`config.mk`:
```
export PLATFORM = sky130hd
export DESIGN_NAME = ifmap_loader
export DESIGN_NICKNAME = d
export VERILOG_FILES = /design/src/rtl/ifmap_loader.sv
export SDC_FILE = /design/constraint.sdc
export NUM_CORES = 1
export LEC_CHECK = 0
export CAP_MARGIN = 15
export CORE_MARGIN = 1
export CORE_UTILIZATION = 69
export DETAILED_ROUTE_END_ITERATION = 16
export GPL_TIMING_DRIVEN = 0
export PLACE_DENSITY_LB_ADDON = 0.15
export SYNTH_ARGS = -nofsm -noshare
export SYNTH_HDL_FRONTEND = slang
export SYNTH_SLANG_ARGS = --single-unit
```
`constraint.sdc`:
```
create_clock -name clk -period 9.01 [get_ports clk]
set_clock_uncertainty 0.2 [all_clocks]
set_input_delay 2.2525 -clock clk [delete_from_list [all_inputs] [get_ports clk]]
set_output_delay 2.2525 -clock clk [all_outputs]
set_load 0.05 [all_outputs]
```
`src/rtl/ifmap_loader.sv`:
```
// ifmap_loader: loads one ifmap (width*width activation words) from a
// valid/ready stream into the activation buffer. It then pulses ctrl_start to
// the array system and waits for tpu_flag_done before reporting done.
// Optional build macro IFMAP_LOADER_TIMEOUT_EN adds a WAIT_DONE watchdog.
// The watchdog reports done+error after timeoutCycles cycles without
// completion.
module ifmap_loader #(
  parameter int dataSize      = 8,
  parameter int numRegister   = 256,
  parameter int timeoutCycles = 1024,
  localparam int addrWidth    = $clog2(numRegister)
) (
  input  logic                 clk,
  input  logic                 nrst,
  input  logic                 cmd_start,
  input  logic [15:0]          cfg_ifmap_width,
  input  logic [addrWidth-1:0] cfg_base_addr,
  input  logic [dataSize-1:0]  s_data,
  input  logic                 s_valid,
  output logic                 s_ready,
  output logic [addrWidth-1:0] wr_addr,
  output logic [dataSize-1:0]  wr_data,
  output logic                 wr_en,
  output logic                 ctrl_start,
  input  logic                 tpu_flag_done,
  output logic                 busy,
  output logic                 done,
  output logic                 error
);

  typedef enum logic [1:0] {IDLE, LOAD, START, WAIT_DONE} state_t;

  localparam logic [addrWidth-1:0] LAST_ADDR = addrWidth'(numRegister - 1);

  state_t                state_q, state_d;
  logic [31:0]           words_q, words_d;     // N latched at command time
  logic [31:0]           idx_q, idx_d;         // beats accepted so far
  logic [addrWidth-1:0]  wptr_q, wptr_d;       // buffer address of next beat
  logic [addrWidth-1:0]  wr_addr_q, wr_addr_d;
  logic [dataSize-1:0]   wr_data_q, wr_data_d;
  logic                  wr_en_q, wr_en_d;
  logic                  ctrl_start_q, ctrl_start_d;
  logic                  done_q, done_d;
  logic                  error_q, error_d;
  logic [31:0]           n_req_s;
`ifdef IFMAP_LOADER_TIMEOUT_EN
  logic [31:0]           tcnt_q, tcnt_d;       // cycles spent in WAIT_DONE
`endif

  // Full 32-bit word count so large widths are not truncated to a small N.
  assign n_req_s = 32'(cfg_ifmap_width) * 32'(cfg_ifmap_width);

  // Next-state and registered-output computation.
  always_comb begin
    state_d      = state_q;
    words_d      = words_q;
    idx_d        = idx_q;
    wptr_d       = wptr_q;
    wr_addr_d    = wr_addr_q;
    wr_data_d    = wr_data_q;
    wr_en_d      = 1'b0;
    ctrl_start_d = 1'b0;
    done_d       = 1'b0;
    error_d      = 1'b0;
`ifdef IFMAP_LOADER_TIMEOUT_EN
    tcnt_d       = tcnt_q;
`endif
    case (state_q)
      IDLE: begin
        if (cmd_start) begin
          if (n_req_s == 32'd0) begin
            done_d = 1'b1;
          end else if (n_req_s > 32'(numRegister)) begin
            done_d  = 1'b1;
            error_d = 1'b1;
          end else begin
            state_d = LOAD;
            words_d = n_req_s;
            idx_d   = 32'd0;
            wptr_d  = cfg_base_addr;
          end
        end else begin
          state_d = IDLE;
        end
      end
      LOAD: begin
        if (s_valid) begin
          wr_en_d   = 1'b1;
          wr_data_d = s_data;
          wr_addr_d = wptr_q;
          wptr_d    = (wptr_q == LAST_ADDR) ? {addrWidth{1'b0}} : wptr_q + addrWidth'(1);
          idx_d     = idx_q + 32'd1;
          if (idx_q == words_q - 32'd1) begin
            // Last beat: the START cycle carries both ctrl_start and the final write.
            state_d      = START;
            ctrl_start_d = 1'b1;
          end else begin
            state_d = LOAD;
          end
        end else begin
          state_d = LOAD;
        end
      end
      START: begin
        state_d = WAIT_DONE;
`ifdef IFMAP_LOADER_TIMEOUT_EN
        tcnt_d  = 32'd0;
`endif
      end
      WAIT_DONE: begin
        if (tpu_flag_done) begin
          done_d  = 1'b1;
          state_d = IDLE;
`ifdef IFMAP_LOADER_TIMEOUT_EN
        end else if (tcnt_q == 32'(timeoutCycles - 1)) begin
          done_d  = 1'b1;
          error_d = 1'b1;
          state_d = IDLE;
        end else begin
          tcnt_d  = tcnt_q + 32'd1;
        end
`else
        end else begin
          state_d = WAIT_DONE;
        end
`endif
      end
      default: begin
        state_d = IDLE;
      end
    endcase
  end

  // State and output registers; reset abandons any partial load.
  always_ff @(posedge clk or negedge nrst) begin
    if (!nrst) begin
      state_q      <= IDLE;
      words_q      <= 32'd0;
      idx_q        <= 32'd0;
      wptr_q       <= {addrWidth{1'b0}};
      wr_addr_q    <= {addrWidth{1'b0}};
      wr_data_q    <= {dataSize{1'b0}};
      wr_en_q      <= 1'b0;
      ctrl_start_q <= 1'b0;
      done_q       <= 1'b0;
      error_q      <= 1'b0;
`ifdef IFMAP_LOADER_TIMEOUT_EN
      tcnt_q       <= 32'd0;
`endif
    end else begin
      state_q      <= state_d;
      words_q      <= words_d;
      idx_q        <= idx_d;
      wptr_q       <= wptr_d;
      wr_addr_q    <= wr_addr_d;
      wr_data_q    <= wr_data_d;
      wr_en_q      <= wr_en_d;
      ctrl_start_q <= ctrl_start_d;
      done_q       <= done_d;
      error_q      <= error_d;
`ifdef IFMAP_LOADER_TIMEOUT_EN
      tcnt_q       <= tcnt_d;
`endif
    end
  end

  assign s_ready    = (state_q == LOAD);
  assign busy       = (state_q != IDLE);
  assign wr_addr    = wr_addr_q;
  assign wr_data    = wr_data_q;
  assign wr_en      = wr_en_q;
  assign ctrl_start = ctrl_start_q;
  assign done       = done_q;
  assign error      = error_q;

endmodule

```
# Word level (Yosys, flattened, before mapping)
# Index checks and enable logic that the tools add are counted.
[word_totals] register_bits=94 input_bits=37 output_inout_bits=22 wordCells=67
[classes] n_addsub=3 n_mul=1 order_cmp=1 n_eq_ne=11 muxes=31 bitwise_logic=2 n_reduce_logical=8
[op_table] operator="two-way mux 32 bit" count=4
[op_table] operator="one-hot mux 32 bit (2 select lines)" count=1
[op_table] operator="two-way mux 8 bit" count=5
[op_table] operator="adder 32 x 1 -> 32 bit (second input constant)" count=1
[op_table] operator="equality test 32 bit" count=1
[op_table] operator="> comparator 32 x 9 -> 1 bit (second input constant)" count=1
[op_table] operator="zero test 32 bit" count=1
[op_table] operator="multiplier 16 x 16 -> 32 bit" count=1
[op_table] operator="subtractor 32 x 1 -> 32 bit (second input constant)" count=1
[op_table] operator="one-hot mux 8 bit (2 select lines)" count=1
[op_table] operator="two-way mux 1 bit" count=12
[op_table] operator="two-way mux 2 bit" count=6
[op_table] operator="adder 8 x 1 -> 8 bit (second input constant)" count=1
[op_table] operator="equality test 8 bit (second input constant)" count=1
[op_table] operator="inequality test 2 bit (second input constant)" count=4
[op_table] operator="one-hot mux 2 bit (4 select lines)" count=1
[op_table] operator="inequality test 3 bit (second input constant)" count=2
[op_table] operator="AND reduction 5 bit" count=1
[op_table] operator="equality test 2 bit (second input constant)" count=2
[op_table] operator="AND reduction 2 bit" count=2
[op_table] operator="AND reduction 4 bit" count=1
[op_table] operator="nonzero test 2 bit" count=2
[op_table] operator="equality test 2 x 1 -> 1 bit (second input constant)" count=1
[op_table] operator="zero test 2 bit" count=1
[op_table] operator="2 further kinds" count=3

# Depth between registers and ports, before layout
# Gate-level depths: netlist (run 1).
[logic_depth] word_depth=6 mapped_depth=29 mapped_depth_nobuf=25

# Worst setup path after synthesis (run 1)
# OpenSTA, ideal clock, no wires.
[synth_path] path_kind="input to register" from="input port cfg_ifmap_width[1]" to="register words_q[4]" setup_time_ps=125 t_arrival_ps=9109 t_required_ps=8685 path_slack_ps=-425 cell_stages=25 n_path_buf=4 cell_sequence="clkbuf_1 clkbuf_1 nand2_1 fa_1 fa_1 inv_1 fa_1 fa_1 fa_1 inv_1 fa_1 inv_1 ha_1 and3_1 nand3_1 o221ai_1 a31oi_1 nor2b_1 or3_1 or4_1 buf_2 nor3_1 nand3_1 buf_4 mux2_4"
[synth_via] elab_chain_cells=4 word_cells_on_any_way=6 cone_classes="mul (1); order compare (1); bitwise (2); reduce/logical (2)"
[synth_lines] item="from (decl)" line_no="16" source="input logic [15:0] cfg_ifmap_width,"
[synth_lines] item="multiplier 16 x 16 -> 32 bit *" line_no="51" source="assign n_req_s = 32'(cfg_ifmap_width) * 32'(cfg_ifmap_width);"
[synth_lines] item="> comparator 32 x 9 -> 1 bit / zero test 32 bit (equally long branches)" line_no="73, 71"
[synth_lines] item="inverter 1 bit (no line)"
[synth_lines] item="AND reduction 4 bit (no line)"
[synth_lines] item="to (signal assigned)" line_no="152" source="words_q <= words_d;"
[synth_lines] item="to (decl)" line_no="36" source="logic [31:0] words_q, words_d;"
# Every way passes the cells marked *; elsewhere a longest branch is shown, timed or not.
# A chain may end at the register's enable or synchronous reset.

# Worst setup path in the final report (run 1)
[layout_path] from="input port cfg_ifmap_width[1]" to="register idx_q[22]"
[layout_via] elab_chain_cells=4 word_cells_on_any_way=6 cone_classes="mul (1); order compare (1); eq/ne (2); reduce/logical (2)"
[layout_lines] item="multiplier 16 x 16 -> 32 bit *" line_no="51"
[layout_lines] item="> comparator 32 x 9 -> 1 bit / zero test 32 bit (equally long branches)" line_no="73, 71"
[layout_lines] item="inequality test 2 bit (no line)"
[layout_lines] item="AND reduction 5 bit (no line) *"
[layout_lines] item="to (signal assigned)" line_no="153" source="idx_q <= idx_d;"
[layout_lines] item="to (decl)" line_no="37" source="logic [31:0] idx_q, idx_d;"
# Marks and branches as above.

==> results of run 1 <==
[sequential cells by signal, indices dropped and copies added, names as in the netlist]
signal,count
wr_addr,8
done,1
ctrl_start,1
wr_en,1
wptr_q,8
idx_q,32
state_q,2
wr_data,8
words_q,31
error,1
[stage by stage]
stage          instances  utilization
2_1_floorplan       1603            -
3_3_place_gp        1920        0.773
3_5_place_dp        1921        0.775
4_1_cts             2013        0.861
5_1_grt             2032        0.882
6_report            2032        0.882
[worst reg2reg max path, cell delays in order (launching register included)]
cell and delay (ps):
dfrtp_1 460, nor4_1 740, nand3_1 450, or4b_1 640, xnor2_1 300, nand2_1 80, or4_1 550, a2111oi_2 700
a211oi_1 190, a211oi_1 280, mux2i_1 110
[cell usage after synthesis, types with 15 or more instances]
library cell  number
a211o_1           15
a21oi_1           79
and2_1            72
and3_1            15
clkbuf_1          69
dfrtp_1           93
fa_1             162
ha_1             110
inv_1            259
mux2i_1           20
nand2_1          213
nand3_1           33
nand4_1           19
nor2_1            83
nor3_1            27
o21ai_0           35
xnor2_1           39
xor2_1            20
[per-layer routing]
layer | GRT usage | vias up
met4 | 0.364 | 0
met1 | 0.478 | 6339
met3 | 0.0871 | 409
met5 | 0 | -
li1 | - | 5624
met2 | 0.747 | 1062
[how the worst max path moves through the flow]
stage | from | slack (ps) | to
floorplan | cfg_ifmap_width[10] | 0.6 | idx_q[15]
global placement | cfg_ifmap_width[6] | -1580 | idx_q[1]
detailed placement | cfg_ifmap_width[9] | -1730 | idx_q[1]
CTS | cfg_ifmap_width[1] | -150 | idx_q[16]
global route | cfg_ifmap_width[1] | -570 | idx_q[22]
finish | cfg_ifmap_width[1] | -450 | idx_q[22]
[cell families after synthesis]
group	count (synthesis)
AO/OA/AOI/OAI	265
XOR/XNOR	59
adder cells (fa/ha/maj)	272
buffers and inverters	339
flip-flops	93
multiplexers	28
AND/OR/NAND/NOR	547
[area by class of cell]
cell class                 instances  share of cell area
buffer                            77              0.0406
clock buffer                      10              0.0136
clock inverter                     6             0.00283
inverter                         259              0.0580
multi-input combinational       1171               0.635
sequential                        93               0.139
tap                              260              0.0194
timing repair buffer             156              0.0914
[timing repair]
| action | in CTS | in global routing |
|---|---|---|
| setup endpoints to repair | 75 | 75 |
| buffers inserted | 72 | 19 |
| gates cloned | 6 | 1 |
| pin swaps | 76 | 30 |
| resized for setup | 267 | 73 |
==> impl_metrics.ini, run 1 <==
[run_status]
status = complete, but fails checks
violations = negative setup slack

[detailed_routing]
avgViaCountPerCell = 6.61
first_pass_iters = 6
wl_per_cell_um = 22.3
drtAntennaViolNets = 0
drtIter0Drc = 1318
drcViolationCount = 0
wl_met2_mm = 21.6
drt-met1-wl_mm = 15.0
routed_wl_mm = 45.4
dr_total_vias = 13434
highest_layer = met4
route.met3.wl_mm = 4.18

[timing]
finalMaxSlewViolations = 0
post-route-min-period_ps = 9460
setup_slack_ps = -450
worst_pin_slew_ps = 887
rsz0062_at_grt = yes
clock.fmax_ghz = 0.106
finalCritPeriodShare = 1.05
hold_viol_final = 0
tns_ps = -23810
setup_violations = 75
slew_headroom = 0.409
whs_ps = 276

[die]
core_um2 = 19000
row_count = 50
ios = 59
die_h_um = 142
die-area_um2 = 20300
start_util = 0.715
die_x_um = 142

[placed_design]
io_buffers = 57
dp_hpwl_mm = 27.8
place.gp.congestion = 0.945
dp_slack_ps = -1730
post_dp_cell_area_um2 = 14700

[global_route]
antenna_found_initial = 0
grt_pass1_vias = 13555
grt.total_usage = 0.440
grt_max_degree = 70
grt-ovfl-total = 0
grt_pass1_wl_mm = 68.2

[finish]
layout.nets = 2076
multiInputGateArea_um2 = 10700
n_fill_cell = 932
regArea_um2 = 2330
final_common_cell = inv_1
antenna_cells = 0
syn2layout_area_growth_pct = 23.3
final_cell_mix = inv_1, nand2_1, fa_1
drive_above_1_share = 0.186
fin_area_um2 = 16800

[clock_network]
postCtsHoldBufs = 0
clk_pin_slew_ps = 70
cts_inserted_buffers = 9
clockBufferDepth = 2
cts.sinks = 93
cts_tree = done
cts_max_level = 3
insertion_delay_ps = 350
cts_root_buffer = clkbuf_16

[worst_hold_path]
hold_start = wr_addr[7]
hold-path-cell-count = 2
hp-class = flop to flop
hold_end = wr_addr[7]

[yosys]
synth_area_leaders = fa_1, dfrtp_1, ha_1
netlist_instances = 1603
avgSynthCellArea_um2 = 8.49
synth_compound_area_frac = 0.135
synth_flop_cell = dfrtp_1
synth_edf_count = 0
synth-simple-area-share = 0.198
async_flop_share = 1.00
synthAdderAreaFrac = 0.340
yosysTopAreaCellShare = 0.238
yosys_register_bits = 93
synth_largest_area_cell = fa_1
synth_top_family_by_area = adder cells
synth_sequential_area_ratio = 0.171
synth_cell_types = 76
synth_mux_area_frac = 0.0224
synth_fp_nets = 1912
synth_warnings = 0
synth.cell_area_um2 = 13600
synthXorXnorAreaFrac = 0.0380

[worst_setup_path]
cp-start-kind = input port
r2r_slack_ps = 4160
r2r_end = state_q[0]
timing_worst_setup_path_type = input port to flop
cp_data_required_time_ps = 9050
arrival_ps = 9500
slowest_delay_ps = 580
r2r_cells = 10
cp_num_buf_inv = 14
cp_max_fo = 6
critPathTopFamily = adder cells
crit_cells = 32
slowest_stage = fa_1
crit-reg2reg-launch = words_q[0]
end_kind = flop

[job]
drv_cap = 0
Power of run 1 is not shown: default switching activity piles up to over one toggle a cycle in this logic, so the estimate is an artifact.
==> run 2, diff against run 1 <==
Settings changed: GPL_ROUTABILITY_DRIVEN set to 1.
==> results of run 2 <==
Final layout, timing and power as in run 1 (identical DEF).
Power of run 2 is left out for the same reason.
==> run 3, diff against run 2 <==
--- a/config.mk
+++ b/config.mk
@@ -9,3 +9,3 @@
 export CORE_MARGIN = 1
-export CORE_UTILIZATION = 69
+export CORE_UTILIZATION = 56
 export DETAILED_ROUTE_END_ITERATION = 16
--- a/constraint.sdc
+++ b/constraint.sdc
@@ -4,2 +4,2 @@
 set_output_delay 2.2525 -clock clk [all_outputs]
-set_load 0.05 [all_outputs]
+set_load 0.1 [all_outputs]
==> run 3 against run 2 <==
Effect of this change:
- the run still ends with negative setup slack left
- flip-flop and latch count unchanged
- design area decreased by 1.9%
- global-route usage decreased by 14 points
- sequential share of layout area increased by 0.27 points
- die area increased by 23%
- via count decreased by 11%
- critical endpoint is now words_q[6]
==> impl_metrics.ini, run 3 (same netlist as run 1, synthesis figures left out) <==
[power]
power_switching_w = 0.00342
pwr-share-seq = 0.069
p_leak_nw = 8.27
intPower_w = 0.00323
clkPwrFrac = 0.059
p_per_area_nw_per_um2 = 404
ir_drop_mv = 0.436
combPwrFrac = 0.872
power.share.switching = 0.514

[global_route]
antenna_found_initial = 0
grt_pass1_wl_mm = 58.9
grt_max_degree = 68
grt.total_usage = 0.303
grt-ovfl-total = 0
grt_pass1_vias = 11795

[worst_setup_path]
arrival_ps = 9110
crit_top_cell = fa_1
crit_cells = 27
cp_num_buf_inv = 9
timing_worst_setup_path_type = input port to flop
cp_data_required_time_ps = 9050
r2r_cells = 10
cp_max_fo = 7
slowest_stage = fa_1
cp-start-kind = input port
slowest_delay_ps = 560
critPathTopFamily = adder cells
end_kind = flop

[clock_network]
cts_root_buffer = clkbuf_16
cts_max_level = 3
postCtsHoldBufs = 0
clk_pin_slew_ps = 70
clockBufferDepth = 2
cts.sinks = 93
cts_inserted_buffers = 9
cts_tree = done
insertion_delay_ps = 350

[timing]
whs_ps = 275
setup_slack_ps = -60.3
worst_pin_slew_ps = 1000
rsz0062_at_grt = yes
setup_violations = 14
finalCritPeriodShare = 1.01
post-route-min-period_ps = 9070
hold_viol_final = 0
slew_headroom = 0.329
clock.fmax_ghz = 0.110
finalMaxSlewViolations = 0

[placed_design]
io_buffers = 57
dp_hpwl_mm = 27.8
numPlacedInstances = 1980
place.gp.congestion = 0.918

[finish]
layout.nets = 2052
final_util = 0.697
fin_cells = 2067
final_cell_mix = inv_1, nand2_1, fa_1
largest_reg_flops = 32
largest_registers = idx_q: 32 flops, words_q: 31 flops
syn2layout_area_growth_pct = 20.9
largest-register = idx_q
antenna_cells = 0
drive_above_1_share = 0.162
n_fill_cell = 1892
final_common_cell = inv_1

[die]
ios = 59
die_x_um = 158
die_h_um = 158
start_util = 0.576
row_count = 56
core_um2 = 23600
die-area_um2 = 24900

[detailed_routing]
dr_total_vias = 11943
wl_per_cell_um = 17.9
drtIter0Drc = 813
drtAntennaViolNets = 0
drcViolationCount = 0
avgViaCountPerCell = 5.78
first_pass_iters = 7
routed_wl_mm = 36.9

[run_status]
status = complete, but fails checks
violations = negative setup slack

[job]
drv_cap = 0

[worst_hold_path]
hp-class = flop to flop
hold-path-cell-count = 2
[run 3: cell count changes in the layout (fill, tap and decap cells not counted), sizes merged]
cell,previous run,this run
buf,122,101
clkbuf,79,75
clkinvlp,4,1
clkinv,0,3
bufinv,0,1
[run 3: path summary, 6_finish.rpt]
check	startpoint	endpoint	slack, ps
worst min-delay path	wr_addr[0]	wr_addr[0]	270
min in group asynchronous	nrst	words_q[14]	1610
worst min register to register	wr_addr[0]	wr_addr[0]	270
max in group asynchronous	nrst	wptr_q[4]	6330
worst max-delay path	cfg_ifmap_width[5]	words_q[6]	-60
worst max register to register	words_q[0]	state_q[0]	4350
[run 3: cell type report]
| type | count | area, µm² | share of cell area |
|---|---|---|---|
| buffer | 76 | 657 | 0.0399 |
| clock buffer | 9 | 225 | 0.0137 |
| clock inverter | 7 | 73.8 | 0.00449 |
| inverter | 259 | 977 | 0.0594 |
| multi-input combinational | 1171 | 10500 | 0.640 |
| sequential | 93 | 2330 | 0.141 |
| tap | 319 | 399 | 0.0243 |
| timing repair buffer | 133 | 1260 | 0.0769 |
[run 3: routing by layer]
| metal | part of all wire | global-route usage | up-vias |
|---|---|---|---|
| met5 | 0 | 0 | - |
| met4 | 0.042 | 0.132 | 0 |
| met3 | 0.049 | 0.0334 | 103 |
| met2 | 0.51 | 0.539 | 419 |
| met1 | 0.40 | 0.370 | 5837 |
| li1 | - | - | 5584 |
[run 3: tightest hold or removal path, stage by stage (launching register included)]
cell and delay [ps]:
dfrtp_1 340, nand2_1 50, nand2_1 50
[run 3: what timing repair did]
item                                    in CTS  in global routing
resized for setup                          207                 93
cloned                                       0                  5
setup buffers                               55                 18
pin swaps                                   34                 28
endpoints found under the setup margin      75                 74
[run 3: power by group through the flow]
stage,Combinational (W),Sequential [W],Clock [W]
after floorplan,0.00375,0.000519,0
after global placement,0.00465,0.000465,0
after detailed placement,0.00471,0.000466,0
after CTS,0.00553,0.000458,0.000394
after global routing,0.00643,0.000462,0.000410
final,0.00579,0.000460,0.000391
[run 3: stage by stage]
stage / TNS, ps / area, µm² / setup slack [ps] / total power [W]
after floorplan: 0 / 13800 / 0.632 / 0.00427
after detailed placement: -117310 / 14800 / -1760 / 0.00518
after global placement: -118940 / 14800 / -1720 / 0.00512
after global routing: -11400 / 16500 / -284 / 0.00730
final: -413 / 16500 / -60.3 / 0.00664
after CTS: -32.8 / 16100 / -18.8 / 0.00638
Power figures use the tool's default switching activity.
